`src/rtl/rv_pkg.sv`:
```
// Shared RV32 pipeline types and constants for the register-file write port.
package rv_pkg;

  localparam int XLEN     = 32;
  localparam int REG_AW   = 5;
  localparam int NUM_REGS = 32;

  localparam logic [REG_AW-1:0] ZERO_REG = '0;

  typedef struct packed {
    logic              we;
    logic [REG_AW-1:0] rd;
    logic [XLEN-1:0]   wd;
  } wport_req_t;

  // Saturating increment for the 4-bit starvation counters.
  function automatic logic [3:0] sat_inc4(input logic [3:0] v);
    return (v == 4'hF) ? v : v + 4'd1;
  endfunction

endpackage

```
`src/rtl/rr_arbiter.sv`:
```
// Round-robin arbiter with a force override; the pointer advances past every winner.
module rr_arbiter
  import rv_pkg::*;
#(
  parameter int N  = 2,
  parameter int IW = (N > 1) ? $clog2(N) : 1
) (
  input  logic          clk,
  input  logic          rst_n,
  input  logic [N-1:0]  req,
  input  logic          en,
  input  logic          force_en,
  input  logic [IW-1:0] force_idx,
  output logic [N-1:0]  grant
);

  localparam int unsigned NU = N;

  logic [IW-1:0] ptr;
  logic [IW-1:0] win;
  logic [IW-1:0] cand;
  logic          found;

  // Pick the winner: forced index when overridden, else first request at or after ptr.
  always_comb begin
    grant = '0;
    win   = '0;
    found = 1'b0;
    cand  = '0;
    if (en) begin
      if (force_en) begin
        if (req[force_idx]) begin
          grant[force_idx] = 1'b1;
          win              = force_idx;
          found            = 1'b1;
        end
      end else begin
        for (int unsigned k = 0; k < NU; k++) begin
          cand = IW'((32'(ptr) + k) % NU);
          if (!found && req[cand]) begin
            grant[cand] = 1'b1;
            win         = cand;
            found       = 1'b1;
          end
        end
      end
    end
  end

  // Advance the pointer to the slot after the winner, wrapping at N.
  always_ff @(posedge clk or negedge rst_n) begin
    if (!rst_n) begin
      ptr <= '0;
    end else if (found) begin
      ptr <= (32'(win) == NU - 1) ? '0 : win + 1'b1;
    end
  end

endmodule

```
`src/rtl/regfile_wport_arbiter.sv`:
```
// Register-file write-port owner: WB vs. aux producers, pending-write scoreboard,
// and starvation-forced WB bubbles.
module regfile_wport_arbiter
  import rv_pkg::*;
#(
  parameter int XLEN         = 32,
  parameter int NUM_AUX      = 2,
  parameter int STARVE_LIMIT = 4
) (
  input  logic                      clk,
  input  logic                      rst_n,
  input  logic                      wb_we,
  input  logic [REG_AW-1:0]         wb_rd,
  input  logic [XLEN-1:0]           wb_wd,
  output logic                      wb_stall,
  input  logic [NUM_AUX-1:0]        aux_req,
  input  logic [REG_AW*NUM_AUX-1:0] aux_rd,
  input  logic [XLEN*NUM_AUX-1:0]   aux_wd,
  output logic [NUM_AUX-1:0]        aux_ack,
  input  logic                      iss_valid,
  input  logic [REG_AW-1:0]         iss_rd,
  output logic                      iss_ready,
  input  logic [REG_AW-1:0]         dec_rs1,
  input  logic [REG_AW-1:0]         dec_rs2,
  input  logic [REG_AW-1:0]         dec_rd,
  input  logic                      dec_use1,
  input  logic                      dec_use2,
  input  logic                      dec_wr,
  output logic                      hazard_stall,
  output logic [REG_AW-1:0]         rf_a3,
  output logic [XLEN-1:0]           rf_wd3,
  output logic                      rf_we3
);

  localparam int AIW = (NUM_AUX > 1) ? $clog2(NUM_AUX) : 1;
  localparam int PW  = rv_pkg::XLEN;

  logic [NUM_REGS-1:0] busy;
  logic [NUM_REGS-1:0] set_vec;
  logic [NUM_REGS-1:0] clr_vec;
  logic [3:0]          starve_cnt [NUM_AUX];
  logic [3:0]          starve_nxt [NUM_AUX];
  logic                force_q;
  logic                force_nxt;
  logic [AIW-1:0]      force_idx;
  logic [AIW-1:0]      force_idx_nxt;
  logic                starved;
  logic                wb_grant;
  logic                aux_en;
  logic                issue_ok;
  logic [NUM_AUX-1:0]  aux_grant;
  wport_req_t          port;

  // wb_stall comes only from force_q, so there is no path from the wb_* inputs.
  assign wb_stall = force_q;
  assign wb_grant = rst_n & wb_we & ~force_q;
  assign aux_en   = rst_n & ~wb_grant;

  rr_arbiter #(
    .N  (NUM_AUX),
    .IW (AIW)
  ) u_rr (
    .clk       (clk),
    .rst_n     (rst_n),
    .req       (aux_req),
    .en        (aux_en),
    .force_en  (force_q),
    .force_idx (force_idx),
    .grant     (aux_grant)
  );

  assign aux_ack = aux_grant;

  // Zero-latency port mux: WB first, else the arbitrated aux requester.
  always_comb begin
    port = '0;
    if (wb_grant) begin
      port.we = 1'b1;
      port.rd = wb_rd;
      port.wd = PW'(wb_wd);
    end else begin
      for (int unsigned i = 0; i < NUM_AUX; i++) begin
        if (aux_grant[i]) begin
          port.we = 1'b1;
          port.rd = aux_rd[i*REG_AW +: REG_AW];
          port.wd = PW'(aux_wd[i*XLEN +: XLEN]);
        end
      end
    end
  end

  // x0 grants are consumed/acked but never reach the array.
  assign rf_we3 = port.we & (port.rd != ZERO_REG);
  assign rf_a3  = port.rd;
  assign rf_wd3 = XLEN'(port.wd);

  // Next starvation counts and force request (lowest starved index wins).
  // The force fires in the same cycle the counter register shows STARVE_LIMIT,
  // hence the comparison on the next-state value.
  always_comb begin
    starved       = 1'b0;
    force_idx_nxt = '0;
    for (int unsigned i = 0; i < NUM_AUX; i++) begin
      starve_nxt[i] = (aux_req[i] && !aux_grant[i]) ? sat_inc4(starve_cnt[i]) : 4'd0;
      if (!starved && starve_nxt[i] >= 4'(STARVE_LIMIT)) begin
        starved       = 1'b1;
        force_idx_nxt = AIW'(i);
      end
    end
    force_nxt = starved & ~force_q;
  end

  // Starvation counters and the one-cycle force flag.
  always_ff @(posedge clk or negedge rst_n) begin
    if (!rst_n) begin
      for (int unsigned i = 0; i < NUM_AUX; i++) starve_cnt[i] <= '0;
      force_q   <= 1'b0;
      force_idx <= '0;
    end else begin
      for (int unsigned i = 0; i < NUM_AUX; i++) starve_cnt[i] <= starve_nxt[i];
      force_q   <= force_nxt;
      force_idx <= force_idx_nxt;
    end
  end

  assign iss_ready    = ~busy[iss_rd] | (iss_rd == ZERO_REG);
  assign issue_ok     = iss_valid & iss_ready & (iss_rd != ZERO_REG);
  assign hazard_stall = (dec_use1 & busy[dec_rs1]) |
                        (dec_use2 & busy[dec_rs2]) |
                        (dec_wr   & busy[dec_rd]);

  // Scoreboard set/clear vectors from issue and aux completion.
  always_comb begin
    set_vec = '0;
    clr_vec = '0;
    if (issue_ok) set_vec[iss_rd] = 1'b1;
    for (int unsigned i = 0; i < NUM_AUX; i++) begin
      if (aux_grant[i] && aux_rd[i*REG_AW +: REG_AW] != ZERO_REG)
        clr_vec[aux_rd[i*REG_AW +: REG_AW]] = 1'b1;
    end
  end

  // Pending-write scoreboard; clear wins over set, x0 is never pending.
  always_ff @(posedge clk or negedge rst_n) begin
    if (!rst_n) begin
      busy <= '0;
    end else begin
      busy    <= (busy | set_vec) & ~clr_vec;
      busy[0] <= 1'b0;
    end
  end

  a_no_set_clr_same_reg : assert property (
    @(posedge clk) disable iff (!rst_n) (set_vec & clr_vec) == '0
  );

  a_ack_onehot : assert property (
    @(posedge clk) disable iff (!rst_n) $onehot0(aux_ack)
  );

endmodule

```
`config.mk`:
```
export PLATFORM = sky130hd
export DESIGN_NAME = regfile_wport_arbiter
export DESIGN_NICKNAME = d
export VERILOG_FILES = /design/src/rtl/rv_pkg.sv /design/src/rtl/rr_arbiter.sv /design/src/rtl/regfile_wport_arbiter.sv
export SDC_FILE = /design/constraint.sdc
export NUM_CORES = 1
export LEC_CHECK = 0
export ABC_CLOCK_PERIOD_IN_PS = 3520
export CAP_MARGIN = 20
export CELL_PAD_IN_SITES_DETAIL_PLACEMENT = 2
export CELL_PAD_IN_SITES_GLOBAL_PLACEMENT = 2
export CORE_AREA = 2 2 132 134
export CTS_BUF_LIST = sky130_fd_sc_hd__clkbuf_4 sky130_fd_sc_hd__clkbuf_8
export DETAILED_ROUTE_END_ITERATION = 8
export DIE_AREA = 0 0 134 136
export PLACE_DENSITY_LB_ADDON = 0.08
export SLEW_MARGIN = 20
export SYNTH_ARGS = -nofsm -noshare
export SYNTH_HDL_FRONTEND = slang
export SYNTH_SLANG_ARGS = --single-unit
```
`constraint.sdc`:
```
create_clock -name clk -period 3.52 [get_ports clk]
set_input_delay 0.88 -clock clk [delete_from_list [all_inputs] [get_ports clk]]
set_output_delay 0.88 -clock clk [all_outputs]
set_load 0.03 [all_outputs]
```
* Word level (Yosys, flattened, before mapping)
Index checks and enable logic that the tools add are counted.
Widths: inputs -> output; s select.
** Operators by class
- $add $sub $neg :: 4
- Magnitude comparators :: 17
- Equal/unequal tests :: 2
- Muxes and demuxes :: 59
- Bitwise logic cells :: 21
- Reduce and logical (&&, ||, !) cells :: 21
** Operators by type and width (number)
- $mux 38 :: 3
- $mux 32 :: 3
- $or 32x32->32 :: 2
- $lt 5x6->1 const B :: 6
- $and 32x32->32 :: 1
- $mux 1 :: 32
- $not 32->32 :: 1
- $bmux 1 s5 :: 4
- $reduce_bool 5->1 :: 4
- $mux 4 :: 4
- $demux 1 s5 :: 3
- $ge 5x1->1 const B :: 3
- $mux 2 :: 7
- $logic_and 1x1->1 :: 12
- $and 1x1->1 :: 10
- $add 4x1->4 const B :: 2
- $eq 4x4->1 const B :: 2
- $ge 4x3->1 const B :: 2
- $lt 1x2->1 const B :: 3
- $logic_not 5->1 :: 1
- $logic_not 1->1 :: 4
- $demux 1 s1 :: 3
- $ge 1x1->1 const B :: 3
- $not 1->1 :: 3
- 3 further kinds :: 6
** Word-level totals
- Register bits after elaboration :: 42
- Input bits :: 140
- Output and inout bits :: 43
- Logic and storage cells :: 130

* Logic depth before layout (Yosys ltp)
Gate-level depths: netlist of the first run.
- Depth in word-level cells :: 20
- Depth in mapped cells :: 9
- Gate-level depth less buffers :: 6

* Hierarchy
Synthesis of the first run repeated with hierarchy kept, for this count alone.
** Second synthesis, totals
- Cells, all modules :: 462
- Area, all modules :: 3966.3 um^2
** Modules (own cells, without submodules)
- regfile_wport_arbiter :: instances 1, cells each 452, area each 3888.7 um^2, seq. area each 1026.0 um^2
- rr_arbiter :: instances 1, cells each 10, area each 77.6 um^2, seq. area each 25.0 um^2

* Worst setup path before layout of the first run
Ideal clock, no wire load.
- Path type :: input port to output port
- From :: in dec_rs1[1]
- To :: out hazard_stall
- Arrival time :: 2.662 ns
- Required time :: 2.640 ns
- Path slack :: -0.022 ns
- Stages :: 8
- Path buffers :: 2
- Path through :: clkbuf_1 > buf_2 > mux2i_1 > a22oi_1 > nand4_1 > o21ai_0 > a211o_1 > a221o_1
** Between the ends
- Word-level cells in the longest chain between the ends :: 5
** RTL lines
- start, declared :: RTL line regfile_wport_arbiter.sv:23 : input logic [REG_AW-1:0] dec_rs1,
- $bmux 1 s5 :: RTL line regfile_wport_arbiter.sv:128 : assign hazard_stall = (dec_use1 & busy[dec_rs1]) |
- $mux 1 (not written as such) :: RTL line regfile_wport_arbiter.sv:128
- $and 1x1->1 :: RTL line regfile_wport_arbiter.sv:128
- $or 1x1->1 :: RTL line regfile_wport_arbiter.sv:128
- $or 1x1->1 :: RTL line regfile_wport_arbiter.sv:129 : (dec_use2 & busy[dec_rs2]) |
- end, declared :: RTL line regfile_wport_arbiter.sv:29 : output logic hazard_stall,
No other way between the ends. The select of a mux whose other input is x is not followed.

* Worst setup path after layout of the first run
- From :: in dec_rd[3]
- To :: out hazard_stall
** Between the ends
- Word-level cells in the longest chain between the ends :: 4
** RTL lines
- start, declared :: RTL line regfile_wport_arbiter.sv:25 : input logic [REG_AW-1:0] dec_rd,
- $bmux 1 s5 :: RTL line regfile_wport_arbiter.sv:130 : (dec_wr & busy[dec_rd]);
- $mux 1 (not written as such) :: RTL line regfile_wport_arbiter.sv:130
- $and 1x1->1 :: RTL line regfile_wport_arbiter.sv:130
- $or 1x1->1 :: RTL line regfile_wport_arbiter.sv:129
No other way between the ends. The select of a mux whose other input is x is not followed.

==> qor.txt, run 1 <==
Fin util = 40.1%
Largest area contributor in the netlist = dfrtp_1
Initial antenna violation count = 0
Hpwl dp = 16.7 mm
Tot Pwr = 2.51 mW
CTS buffer count = 5
Final setup violation count = 0
Synth cell count leaders = 42 x dfrtp_1, 35 x a21oi_1, 34 x inv_1
Worst-margin pin slew = 0.802 ns
Post-Layout Cell Count = 908
Most frequent cell after synthesis = dfrtp_1
Critical path class = input pin to output pin
Worst-skew pair later-pin latency = 0.30 ns
Synth async-reset ratio = 100%
Post-layout net count = 824
Main area contributors after synthesis = dfrtp_1 27%, a222oi_1 8.4%, mux2i_1 7.3%
Vias per cell = 5.46
Post-synth EDFFs = 0
Dpl cell area = 6390 um2
Initial core utilization = 23.4%
Yosys warnings = 0
Max_slew headroom = 46.4%
Vias in the first global route = 5535
Share of layout cells above drive strength 1 = 28.4%
Max-cap viol count = 0
Gr usage total = 22.0%
Post-synth top area share = 26.6%
Synth cell types = 56
CTS tree = built
Die X = 134 um
Iteration-0 DRC Markers = 314
Cells after Synth = 437
Iteration count of the initial detailed-routing pass = 7
Gr ovfl total = 0
Status = finished clean
Area of the multi-input gates = 2720 um2
Crit Path Max Fanout = 7
Htree depth = 2
Synthesized Nets = 579
Via count = 4959
Pin count of the biggest net entering global routing = 34
Placed Cells = 880
Sequential cell area = 1050 um2
Syn Area/Cell = 9.05 um2
Clk slew on worst S/H paths = 0.10 ns
First-pass GRT wire length = 31.4 mm
Synth Flop Type = dfrtp_1
Peak VDD IR = 146 uV
Final Hold Viols = 0
Setup Skew = 0.0117 ns
Drc violations = 0
RSZ-0062 raised after global routing = yes
Crit end category = output pin
CP Data Arrival Time = 2.57 ns
Root Buffer = clkbuf_8
PortBufs = 182
Max clock buf depth = 2
Clock sink count = 42
Final Wtd Congestion = 0.860
Mapped cell area = 3960 um2
Die Area = 18200 um2
# IOs = 183
Core area = 16900 um2
Pwr Density = 371 nW/um2
Fillers = 1854
DRT Wirelength = 20.7 mm
Row Count = 48
WL/cell = 22.8 um
Final ANT Viol Nets = 0
P&R area growth vs syn = 71.2%
Hold buffers post-CTS = 0
Final instance area = 6770 um2
Sequential element share of the synthesized area = 26.6%
Final worst-path cycle share = 98.1%
Synth Register Bits = 42
Fmax = 290 MHz
Startpoint types = input pin
Hold Path Class = register to register
Fin crit period = 3.45 ns
WP data required = 2.64 ns
Static leakage = 3.10 nW
Chip Height = 136 um
Count of final max-slew check failures = 0
ANT cells = 0
repair_timing:
item,in CTS,in global routing
setup endpoints to repair,23,22
gates cloned,2,0
resized for setup,53,17
setup buffers,17,1
pin swaps,6,10
critical path, stage by stage:
cell             delay (ns)
clkdlybuf4s50_1        0.47
buf_6                  0.14
mux4_2                 0.30
mux2i_1                0.15
nand2_1                0.08
o21ai_2                0.06
a21oi_2                0.06
a221o_1                0.27
buf_6                  0.14
cell type report:
type	count	area share (%)
sequential	42	15.5
timing repair buffer	271	36.8
tap	225	4.16
clock buffer	5	1.02
inverter	35	1.94
multi-input combinational	327	40.2
clock inverter	3	0.370
kinds of logic after synthesis:
| family | count (synthesis) | share of synthesized area, % |
|---|---|---|
| and+or+nand+nor | 123 | 17.4 |
| AOI/OAI and AO/OA | 150 | 30.6 |
| DFF | 42 | 26.6 |
| muxes | 50 | 17.2 |
| adders and majority gates | 2 | 0.633 |
| xor gates and xnor gates | 2 | 0.443 |
| buffers and inverters | 68 | 7.09 |
sequential cells by signal, summed over array words and instances, names as in the netlist:
name,count
busy,31
starve_cnt,8
u_rr.ptr,1
wb_stall,1
force_idx,1
layer usage:
metal	global-route usage (%)	share of wire (%)	wire [um]
met2	43.2	55	11300
met3	3.06	4.0	830
met5	0	0	0
met1	25.0	39	8110
met4	5.02	2.2	463
final timing paths:
kind / startpoint / to / slack, ns / cells past startpoint
worst min register to register: starve_cnt[7] / starve_cnt[7] / 0.57 / 1
max in group asynchronous: rst_n / busy[3] / 2.59 / 2
min in group asynchronous: rst_n / starve_cnt[7] / 0.60 / 2
worst max register to register: busy[15] / busy[6] / 1.09 / 9
worst max-delay path: dec_rd[3] / hazard_stall / 0.07 / 9
worst min-delay path: starve_cnt[7] / starve_cnt[7] / 0.57 / 1
report_power, final:
group          total [mW]  leakage [nW]  internal (mW)  switching [mW]
Clock               0.338        0.0447          0.144           0.194
Combinational        1.32          2.54          0.696           0.626
Sequential          0.855         0.520          0.603           0.251
Total                2.51          3.10           1.44            1.07
layout by cell type, fill, tap and decap left out, types with 4 or more instances in the layout:
cell,count
nand3_1,9
mux4_2,12
and3b_1,7
mux2i_1,29
clkbuf_8,5
nand2b_1,5
and3_1,6
mux2_2,5
a21oi_1,34
nor2_1,24
clkdlybuf4s50_1,123
dlygate4sd2_1,10
buf_12,5
a211oi_1,8
nor2b_1,10
a31oi_1,9
nand2_1,18
nor3_1,8
nor3b_1,10
a22o_1,4
a222oi_1,33
dfrtp_1,42
buf_6,10
buf_4,114
a221oi_1,26
a221oi_2,8
inv_1,34
through the flow:
step                      TNS, ns  worst slack [ns]  hold WS (ns)
after CTS                       0           0.00416         0.576
after global routing      -0.0260           -0.0260         0.627
after global placement      -1.32            -0.717         0.536
final                           0            0.0666         0.569
after floorplan                 0            0.0412         0.493
after detailed placement    -2.33            -0.746         0.556
No activity file was read; power rests on OpenSTA's default activity.
==> run 2: changes to the inputs <==
CTS_CLUSTER_SIZE = 12   (was not set)
==> results of run 2 <==
Same layout as run 1: the final DEF is identical, and so are final timing and power.
==> run 3: changes to the inputs <==
TNS_END_PERCENT = 30   (was not set)
==> results of run 3 <==
Same layout as run 1: the final DEF is identical, and so are final timing and power.
